### src/rtl/scc_fetch_queue.sv
// Instruction fetch unit with a DEPTH-entry prefetch queue.
// Owns the fetch PC, issues sequential requests to a 1-cycle-latency
// instruction memory, and buffers returned words with their PCs for decode.
// A redirect flushes the queue and drops the response still in flight.
module scc_fetch_queue #(
  parameter int              XLEN     = 32,
  parameter int              DEPTH    = 4,
  parameter logic [XLEN-1:0] RESET_PC = '0,
  parameter int              ADDR_INC = 4
) (
  input  logic                     clk,
  input  logic                     reset,
  output logic [XLEN-1:0]          in_mem_addr,
  output logic                     in_mem_en,
  input  logic [XLEN-1:0]          in_mem,
  input  logic                     redirect_valid,
  input  logic [XLEN-1:0]          redirect_pc,
  output logic                     out_valid,
  output logic [XLEN-1:0]          out_instr,
  output logic [XLEN-1:0]          out_pc,
  input  logic                     out_ready,
  output logic [$clog2(DEPTH):0]   level
);

  localparam int              PW      = $clog2(DEPTH);
  localparam logic [PW+1:0]   DEPTH_W = (PW+2)'(DEPTH);
  localparam logic [XLEN-1:0] INC_W   = XLEN'(ADDR_INC);

  logic            run_q;
  logic [XLEN-1:0] fetch_pc;
  logic            req_q;
  logic [XLEN-1:0] req_pc_q;
  logic [PW-1:0]   wr_ptr;
  logic [PW-1:0]   rd_ptr;
  logic [PW:0]     level_q;
  logic [XLEN-1:0] instr_mem [DEPTH];
  logic [XLEN-1:0] pc_mem    [DEPTH];

  logic [PW+1:0]   committed;
  logic            push;
  logic            pop;

  // Issue only when every outstanding slot (stored + in flight) fits; a pop
  // in the same cycle is deliberately not credited so the queue cannot overflow.
  // The response landing during a redirect cycle is dropped by gating push;
  // no request issues in the redirect cycle, so nothing stale lands after it.
  always_comb begin
    committed = {1'b0, level_q} + {{(PW+1){1'b0}}, req_q};
    in_mem_en = run_q && !redirect_valid && (committed < DEPTH_W);
    push      = req_q && !redirect_valid;
    pop       = (level_q != '0) && out_ready && !redirect_valid;
  end

  assign in_mem_addr = fetch_pc;
  assign out_valid   = (level_q != '0);
  assign out_instr   = instr_mem[rd_ptr];
  assign out_pc      = pc_mem[rd_ptr];
  assign level       = level_q;

  // PC, request tracking, pointers and occupancy; redirect overrides all.
  always_ff @(posedge clk or negedge reset) begin
    if (!reset) begin
      run_q    <= 1'b0;
      fetch_pc <= RESET_PC;
      req_q    <= 1'b0;
      req_pc_q <= '0;
      wr_ptr   <= '0;
      rd_ptr   <= '0;
      level_q  <= '0;
    end else begin
      run_q <= 1'b1;
      req_q <= in_mem_en;
      if (in_mem_en) begin
        req_pc_q <= fetch_pc;
      end
      if (redirect_valid) begin
        fetch_pc <= redirect_pc;
        wr_ptr   <= '0;
        rd_ptr   <= '0;
        level_q  <= '0;
      end else begin
        if (in_mem_en) begin
          fetch_pc <= fetch_pc + INC_W;
        end
        if (push) begin
          wr_ptr <= wr_ptr + PW'(1);
        end
        if (pop) begin
          rd_ptr <= rd_ptr + PW'(1);
        end
        if (push && !pop) begin
          level_q <= level_q + (PW+1)'(1);
        end else if (pop && !push) begin
          level_q <= level_q - (PW+1)'(1);
        end
      end
    end
  end

  // Queue storage: capture the returned word with the PC that requested it.
  always_ff @(posedge clk or negedge reset) begin
    if (!reset) begin
      for (int i = 0; i < DEPTH; i++) begin
        instr_mem[i] <= '0;
        pc_mem[i]    <= '0;
      end
    end else if (push) begin
      instr_mem[wr_ptr] <= in_mem;
      pc_mem[wr_ptr]    <= req_pc_q;
    end
  end

endmodule

### config.mk
export PLATFORM = sky130hd
export DESIGN_NAME = scc_fetch_queue
export DESIGN_NICKNAME = d
export VERILOG_FILES = /design/src/rtl/scc_fetch_queue.sv
export SDC_FILE = /design/constraint.sdc
export NUM_CORES = 1
export LEC_CHECK = 0
export ABC_AREA = 1
export BUFFER_PORTS_ARGS = -buffer_cell sky130_fd_sc_hd__buf_2
export CAP_MARGIN = 10
export CORE_ASPECT_RATIO = 1.25
export CORE_MARGIN = 10
export CORE_UTILIZATION = 53
export DETAILED_ROUTE_END_ITERATION = 8
export GPL_TIMING_DRIVEN = 0
export PLACE_DENSITY = 0.76
export SYNTH_ARGS = -nofsm -noshare
export SYNTH_HDL_FRONTEND = slang
export SYNTH_SLANG_ARGS = --single-unit
### constraint.sdc
create_clock -name clk -period 1.6 [get_ports clk]
set_input_delay 0.16 -clock clk [delete_from_list [all_inputs] [get_ports clk]]
set_output_delay 0.16 -clock clk [all_outputs]
set_load 0.02 [all_outputs]
==> metrics.csv, run 1 <==
stage,metric,value,unit
routing,Final ANT Viol Nets,0,
min_path,Worst Hold Class,in2reg,
cells_and_area,layout overhead on the synthesized area,36.3,%
synth,ys async rst share,100,%
setup_path,Worst path slowest cell,dfrtp_2,
synth,syn_area_per_cell,8.41,um2
die,Core Region,0.0275,mm2
sta,Worst-Margin Slew,668,ps
synth,Synth Instances,1750,
placement,pre-CTS setup slack,-470,ps
setup_path,Critical R2R Launch,req_q,
synth,Yosys Warn Count,0,
min_path,hold path endpoint,instr_mem[31],
setup_path,cell family with most CP delay,buffers and inverters,
cells_and_area,Layout Nets,2132,
global_route,number of global-route vias before repair,14100,
sta,unrepaired setup endpoints after global routing,yes,
clock_network,clk buf depth,3,
run,max-cap violation count,0,
power_and_ir_drop,PD cells,1830,mW/mm2
sta,Final setup violation count,68,
die,DIE WIDTH,169,um
setup_path,Worst R2R Path Depth,6,
setup_path,startpoint types,flop,
synth,net count after synthesis,1824,
setup_path,r2r endpoint,instr_mem[35],
min_path,HP Start,in_mem[31],
routing,DR vias,14100,
synth,top_reg_cell synth,dfrtp_1,
cells_and_area,area occupied by multi-input gates,0.00630,mm2
clock_network,Clock Latency Late Sink,510,ps
clock_network,TritonCTS clock tree,done,
placement,Port Buffers,168,
min_path,worst hold stages,3,
setup_path,delay of the slowest critical-path stage,450,ps
sta,fin crit share,135,%
die,initial core utilization,53.5,%
synth,Netlist Area Pre-Place,0.0147,mm2
die,io pins,169,
cells_and_area,fin area,0.0201,mm2
cells_and_area,# fillers,1898,
placement,gp weighted congestion,0.912,
setup_path,Critical Setup Path Class,reg2out,
synth,number of synthesized flops with an enable pin,0,
routing,drt initial violations,1218,
sta,Fin. Hold Viols,0,
global_route,Tot GR Track Use,25.7,%
synth,synth unique cells,31,
sta,FMAX,463,MHz
routing,per-cell routed wire length,19.9,um
setup_path,Critical Path AT,2000,ps
status,failing checks,setup timing,
sta,"Slew Viols, Final",0,
setup_path,CP endpoint kind,output port,
status,status,finished with violations,
clock_network,Clock Sinks,329,
power_and_ir_drop,Leakage,0.00957,uW
clock_network,Worst-path clk slew,60,ps
global_route,largest net degree at the start of global routing,106,
cells_and_area,fraction of layout cells with a size suffix above 1,26.3,%
placement,dpl cell area,0.0161,mm2
routing,vias per std cell,5.80,
sta,post-layout worst setup margin,-560,ps
routing,residual DRC count,0,
setup_path,Crit path top cell by count,buf_6,
sta,clk_skew,11.2,ps
die,die area,0.0349,mm2
cells_and_area,Sequential Area,0.00824,mm2
routing,WL final,48400,um
setup_path,CP bufs+invs,4,
setup_path,crit-path cells,"buf_8, buf_12, buf_6, o21ai_1, o22ai_4, buf_6",
clock_network,CTS H-tree lvls,2,
setup_path,worst path required time,1440,ps
sta,max_slew headroom,55.5,%
die,Die H,206,um
clock_network,root buffer cell,clkbuf_16,
routing,drt pass-1 iters,6,
global_route,total congestion overflow,0,
cells_and_area,number of diodes,0,
sta,Final Critical Period,2160,ps
synth,sequential share of the synthesized area,56.0,%
setup_path,FF-to-FF setup slack,-140,ps
synth,Yosys reg bits,329,
global_route,first-pass GRT wire length,73300,um
global_route,antenna violations before repair,0,
setup_path,CP Max Fanout,10,
die,# rows,68,
power_and_ir_drop,VDD IR max,842,uV
clock_network,TritonCTS Buffers,34,
cells_and_area,fin util,73.0,%
placement,HPWL Detailed,29600,um
## layout by cell type, fill, tap and decap left out, drive strengths merged
cell type	netlist	final
a21oi	17	17
buf	61	279
bufinv	0	5
clkbuf	52	94
clkinv	0	3
clkinvlp	0	2
conb	1	1
dfrtp	329	329
dlygate4sd3	0	63
fa	1	1
ha	5	5
inv	129	128
nand2	392	392
nand3	45	45
nand3b	7	7
nand4	8	8
nor2	183	183
nor3	1	1
o211ai	6	6
o21ai	437	437
o21bai	2	2
o221ai	2	2
o22ai	65	65
or2	1	1
xnor2	1	1
xor2	5	5
## timing repair
item,in CTS,in global routing
hold buffers,63,0
setup buffers,17,13
pin swaps,36,59
endpoints found under the hold margin,212,0
setup endpoints to repair,294,320
gates cloned,6,8
gates resized for setup,311,316
## registers in the layout (all words and copies together), names as in the netlist
signal       cells
req_pc_q        32
instr_mem      128
level            3
rd_ptr           2
pc_mem         128
run_q            1
req_q            1
in_mem_addr     32
wr_ptr           2
## stage by stage
stage	setup TNS [ps]	cells	hold slack [ps]	total power, uW
after floorplan	-59.9	1750	-136	18900
after global routing	-32090	2432	46.2	38500
final	-29690	2432	15.5	36700
after global placement	-1911790	2268	370	22600
after detailed placement	-31220	2271	190	22900
after CTS	-29480	2415	6.62	34300
## layout make-up
class / instances / share of cell area, %
buffer: 109 / 4.70
clock buffer: 51 / 5.23
clock inverter: 9 / 0.873
inverter: 129 / 2.50
multi-input combinational: 1179 / 31.4
sequential: 329 / 41.1
tap: 350 / 2.18
timing repair buffer: 276 / 12.0
## metal layers
metal  GRT usage [%]  share of wire [%]  wire [um]
met5               0                  0          0
met4            9.01                4.6       2220
met3            4.83                7.5       3650
met2            45.1                 51      24500
met1            31.0                 37      18100
## worst min-delay path, stage by stage
cell and delay, ps:
buf_2 100, inv_1 70, o21ai_0 150
## worst max path at each step
stage	startpoint	slack, ps	to	cells past startpoint
6_report	rd_ptr[0]	-560	out_pc[24]	6
2_1_floorplan	level[2]	-60	level[2]	10
4_1_cts	rd_ptr[0]	-520	out_pc[22]	8
3_3_place_gp	reset	-6350	level[1]	1
5_1_grt	rd_ptr[0]	-570	out_pc[24]	6
3_5_place_dp	rd_ptr[0]	-470	out_pc[15]	7
## cell families (layout without fill, tap and decap cells)
logic type	count (synthesis)	count (layout)	synth area share, %
AND/OR/NAND/NOR	637	637	17.6
AO/OA/AOI/OAI	529	529	18.7
flip-flops	329	329	56.0
buffers and inverters	242	574	6.79
adder cells (fa/ha/maj)	6	6	0.561
XOR/XNOR	6	6	0.357
other	1	1	0.0255
## Yosys cell counts (2+ instances only)
master | n | share of area, %
a21oi_1 | 17 | 0.58
buf_2 | 59 | 2.0
buf_6 | 2 | 0.15
clkbuf_1 | 50 | 1.3
clkbuf_2 | 2 | 0.068
dfrtp_1 | 329 | 56
ha_1 | 5 | 0.43
inv_1 | 127 | 3.2
inv_2 | 2 | 0.051
nand2_1 | 389 | 9.9
nand2_2 | 3 | 0.13
nand3_1 | 42 | 1.4
nand3_2 | 2 | 0.14
nand3b_1 | 7 | 0.36
nand4_1 | 8 | 0.34
nor2_1 | 172 | 4.4
nor2_2 | 5 | 0.21
nor2_4 | 6 | 0.46
o211ai_1 | 6 | 0.31
o21ai_0 | 436 | 15
o21bai_1 | 2 | 0.10
o221ai_1 | 2 | 0.12
o22ai_1 | 65 | 2.8
xor2_1 | 5 | 0.30
## power breakdown
part / switching [uW] / internal (uW) / total (uW) / leakage [uW]
Clock: 3320 / 5340 / 8660 / 0.000593
Sequential: 1740 / 10700 / 12500 / 0.00428
Combinational: 8910 / 6640 / 15600 / 0.00469
Total: 14000 / 22700 / 36700 / 0.00957
No activity file was read; power rests on OpenSTA's default activity.
==> inputs of run 2 (changes only) <==
--- a/config.mk
+++ b/config.mk
@@ -8,12 +8,14 @@
 export ABC_AREA = 1
 export BUFFER_PORTS_ARGS = -buffer_cell sky130_fd_sc_hd__buf_2
 export CAP_MARGIN = 10
+export CELL_PAD_IN_SITES_DETAIL_PLACEMENT = 0
+export CELL_PAD_IN_SITES_GLOBAL_PLACEMENT = 2
 export CORE_ASPECT_RATIO = 1.25
 export CORE_MARGIN = 10
-export CORE_UTILIZATION = 53
+export CORE_UTILIZATION = 32
 export DETAILED_ROUTE_END_ITERATION = 8
 export GPL_TIMING_DRIVEN = 0
-export PLACE_DENSITY = 0.76
+export PLACE_DENSITY_LB_ADDON = 0.1
 export SYNTH_ARGS = -nofsm -noshare
 export SYNTH_HDL_FRONTEND = slang
 export SYNTH_SLANG_ARGS = --single-unit
==> run 2 against run 1 <==
  * Critical endpoint is now out_pc[15]
  * Die area grew 58%
  * Flip-flop and latch count is the same
  * Combinational power grew 7%
  * Critical path depth grew 1
  * Via count shrank 6.0%
  * Largest power group unchanged
  * Fmax grew 0.65%
  * Core utilization shrank 26 points
  * The flow still finishes with violations (setup timing)
  * First-iteration DRC count shrank 33%
  * Worst hold slack gained 25 ps
==> metrics.csv, run 2 (synthesis results as in run 1) <==
stage,metric,value,unit
cells_and_area,fin util,46.6,%
routing,vias per std cell,4.95,
sta,Fin. Hold Viols,0,
die,DIE WIDTH,212,um
routing,residual DRC count,0,
routing,WL final,54500,um
sta,"Slew Viols, Final",0,
setup_path,CP bufs+invs,5,
clock_network,Clock Latency Late Sink,540,ps
global_route,Tot GR Track Use,19.4,%
clock_network,clk buf depth,3,
setup_path,CP endpoint kind,output port,
power_and_ir_drop,VDD IR max,779,uV
sta,post-layout worst setup margin,-546,ps
power_and_ir_drop,PD cells,1810,mW/mm2
clock_network,Clock Sinks,329,
clock_network,TritonCTS clock tree,done,
routing,drt pass-1 iters,5,
sta,unrepaired setup endpoints after global routing,yes,
status,status,finished with violations,
cells_and_area,Layout Nets,2150,
run,max-cap violation count,0,
setup_path,worst path required time,1440,ps
sta,max_slew headroom,58.2,%
cells_and_area,number of diodes,0,
global_route,antenna violations before repair,0,
clock_network,Worst-path clk slew,60,ps
sta,fin crit share,134,%
routing,Final ANT Viol Nets,0,
die,Core Region,0.0453,mm2
setup_path,Worst path slowest cell,dfrtp_2,
routing,drt initial violations,821,
cells_and_area,layout overhead on the synthesized area,43.5,%
cells_and_area,Post-Layout Cell Count,2680,
global_route,largest net degree at the start of global routing,110,
setup_path,Critical Setup Path Class,reg2out,
sta,Final Critical Period,2150,ps
die,io pins,169,
placement,Post-Place Cells,2499,
die,Die H,260,um
sta,clk_skew,14.4,ps
cells_and_area,fraction of layout cells with a size suffix above 1,30.2,%
power_and_ir_drop,Final Power,38100,uW
routing,DR vias,13300,
placement,HPWL Detailed,35700,um
global_route,first-pass GRT wire length,83800,um
die,die area,0.0550,mm2
setup_path,cell family with most CP delay,buffers and inverters,
cells_and_area,"commonest cells after routing, fill and taps aside","381 x nand2_1, 323 x o21ai_0, 314 x dfrtp_1",
placement,pre-CTS setup slack,-646,ps
sta,Min Hold Slack,40.9,ps
sta,Final setup violation count,67,
setup_path,delay of the slowest critical-path stage,440,ps
die,# rows,87,
clock_network,TritonCTS Buffers,40,
setup_path,Critical Path AT,1990,ps
power_and_ir_drop,Leakage,0.00981,uW
clock_network,root buffer cell,clkbuf_16,
cells_and_area,Largest regs,"instr_mem (128), pc_mem (128)",
global_route,total congestion overflow,0,
die,initial core utilization,32.5,%
global_route,number of global-route vias before repair,14000,
routing,per-cell routed wire length,20.3,um
sta,Worst-Margin Slew,626,ps
setup_path,CP Max Fanout,6,
status,failing checks,setup timing,
setup_path,crit-path cells,"buf_12, inv_16, buf_16, buf_12, o21ai_2, o22ai_2, buf_6",
placement,Port Buffers,168,
setup_path,Crit path top cell by count,buf_12,
sta,FMAX,466,MHz
min_path,Worst Hold Class,in2reg,
cells_and_area,"most common cell after layout, fill and taps aside",nand2_1,
placement,gp weighted congestion,0.819,
setup_path,startpoint types,flop,
clock_network,CTS H-tree lvls,2,
-- run 2: changes by cell type in the layout (fill, tap and decap cells not counted), moves of 7 or more --
| cell | change |
|---|---|
| buf_2 | -17 |
| buf_4 | -17 |
| buf_6 | +20 |
| clkbuf_4 | +18 |
| nor2_1 | -23 |
| nor2_2 | +15 |
| nor2_4 | +8 |
| o21ai_1 | -20 |
| o21ai_2 | +19 |
| o22ai_1 | -12 |
| o22ai_2 | +7 |
-- run 2: report_power, final --
group | switching, uW | leakage, uW | internal [uW]
registers | 1660 | 0.00428 | 10800
logic | 9330 | 0.00490 | 7360
clock network | 3620 | 0.000630 | 5400
-- run 2: path summary, 6_finish.rpt --
kind / from / to / cells past startpoint / slack, ps
max in group asynchronous: reset / instr_mem[59] / 3 / 450
hold reg to reg: pc_mem[46] / pc_mem[46] / 2 / 480
min in group asynchronous: reset / in_mem_addr[28] / 2 / 140
setup / recovery: rd_ptr[0] / out_pc[15] / 7 / -550
setup reg to reg: level[0] / level[2] / 11 / -130
hold / removal: out_ready / rd_ptr[0] / 3 / 40
-- run 2: layout make-up --
cell class	instances	area, um2
flip-flops and latches	329	8250
fillers	4573	24200
well taps	578	723
inverters	129	510
clock buffers	63	1230
clock inverters	5	56.3
plain buffers	112	1060
repair buffers	285	2630
multi-input cells	1179	6660
-- run 2: per-layer routing --
layer	routed length (um)	part of all wire [%]	GRT usage (%)
met1	23200	43	24.2
met2	27900	51	33.8
met3	2220	4.1	3.36
met4	1230	2.3	5.44
met5	0	0	0
-- run 2: timing repair --
| item | 4_1_cts | 5_1_grt |
|---|---|---|
| setup endpoints to repair | 330 | 311 |
| hold buffers | 66 | 0 |
| pin swaps | 43 | 73 |
| resized for setup | 396 | 376 |
| hold endpoints to repair | 215 | 0 |
| buffers inserted | 21 | 13 |
| gates cloned | 6 | 9 |
-- run 2: through the flow --
step / TNS, ps / area [um2]
finish: -31300 / 21100
global route: -35090 / 21100
CTS: -35320 / 19700
detailed placement: -68520 / 16400
global placement: -2196510 / 16300
floorplan: -59.9 / 14700
-- run 2: tightest hold or removal path: stages --
cell and delay (ps):
buf_2 140, a21oi_2 160, nor3_2 70
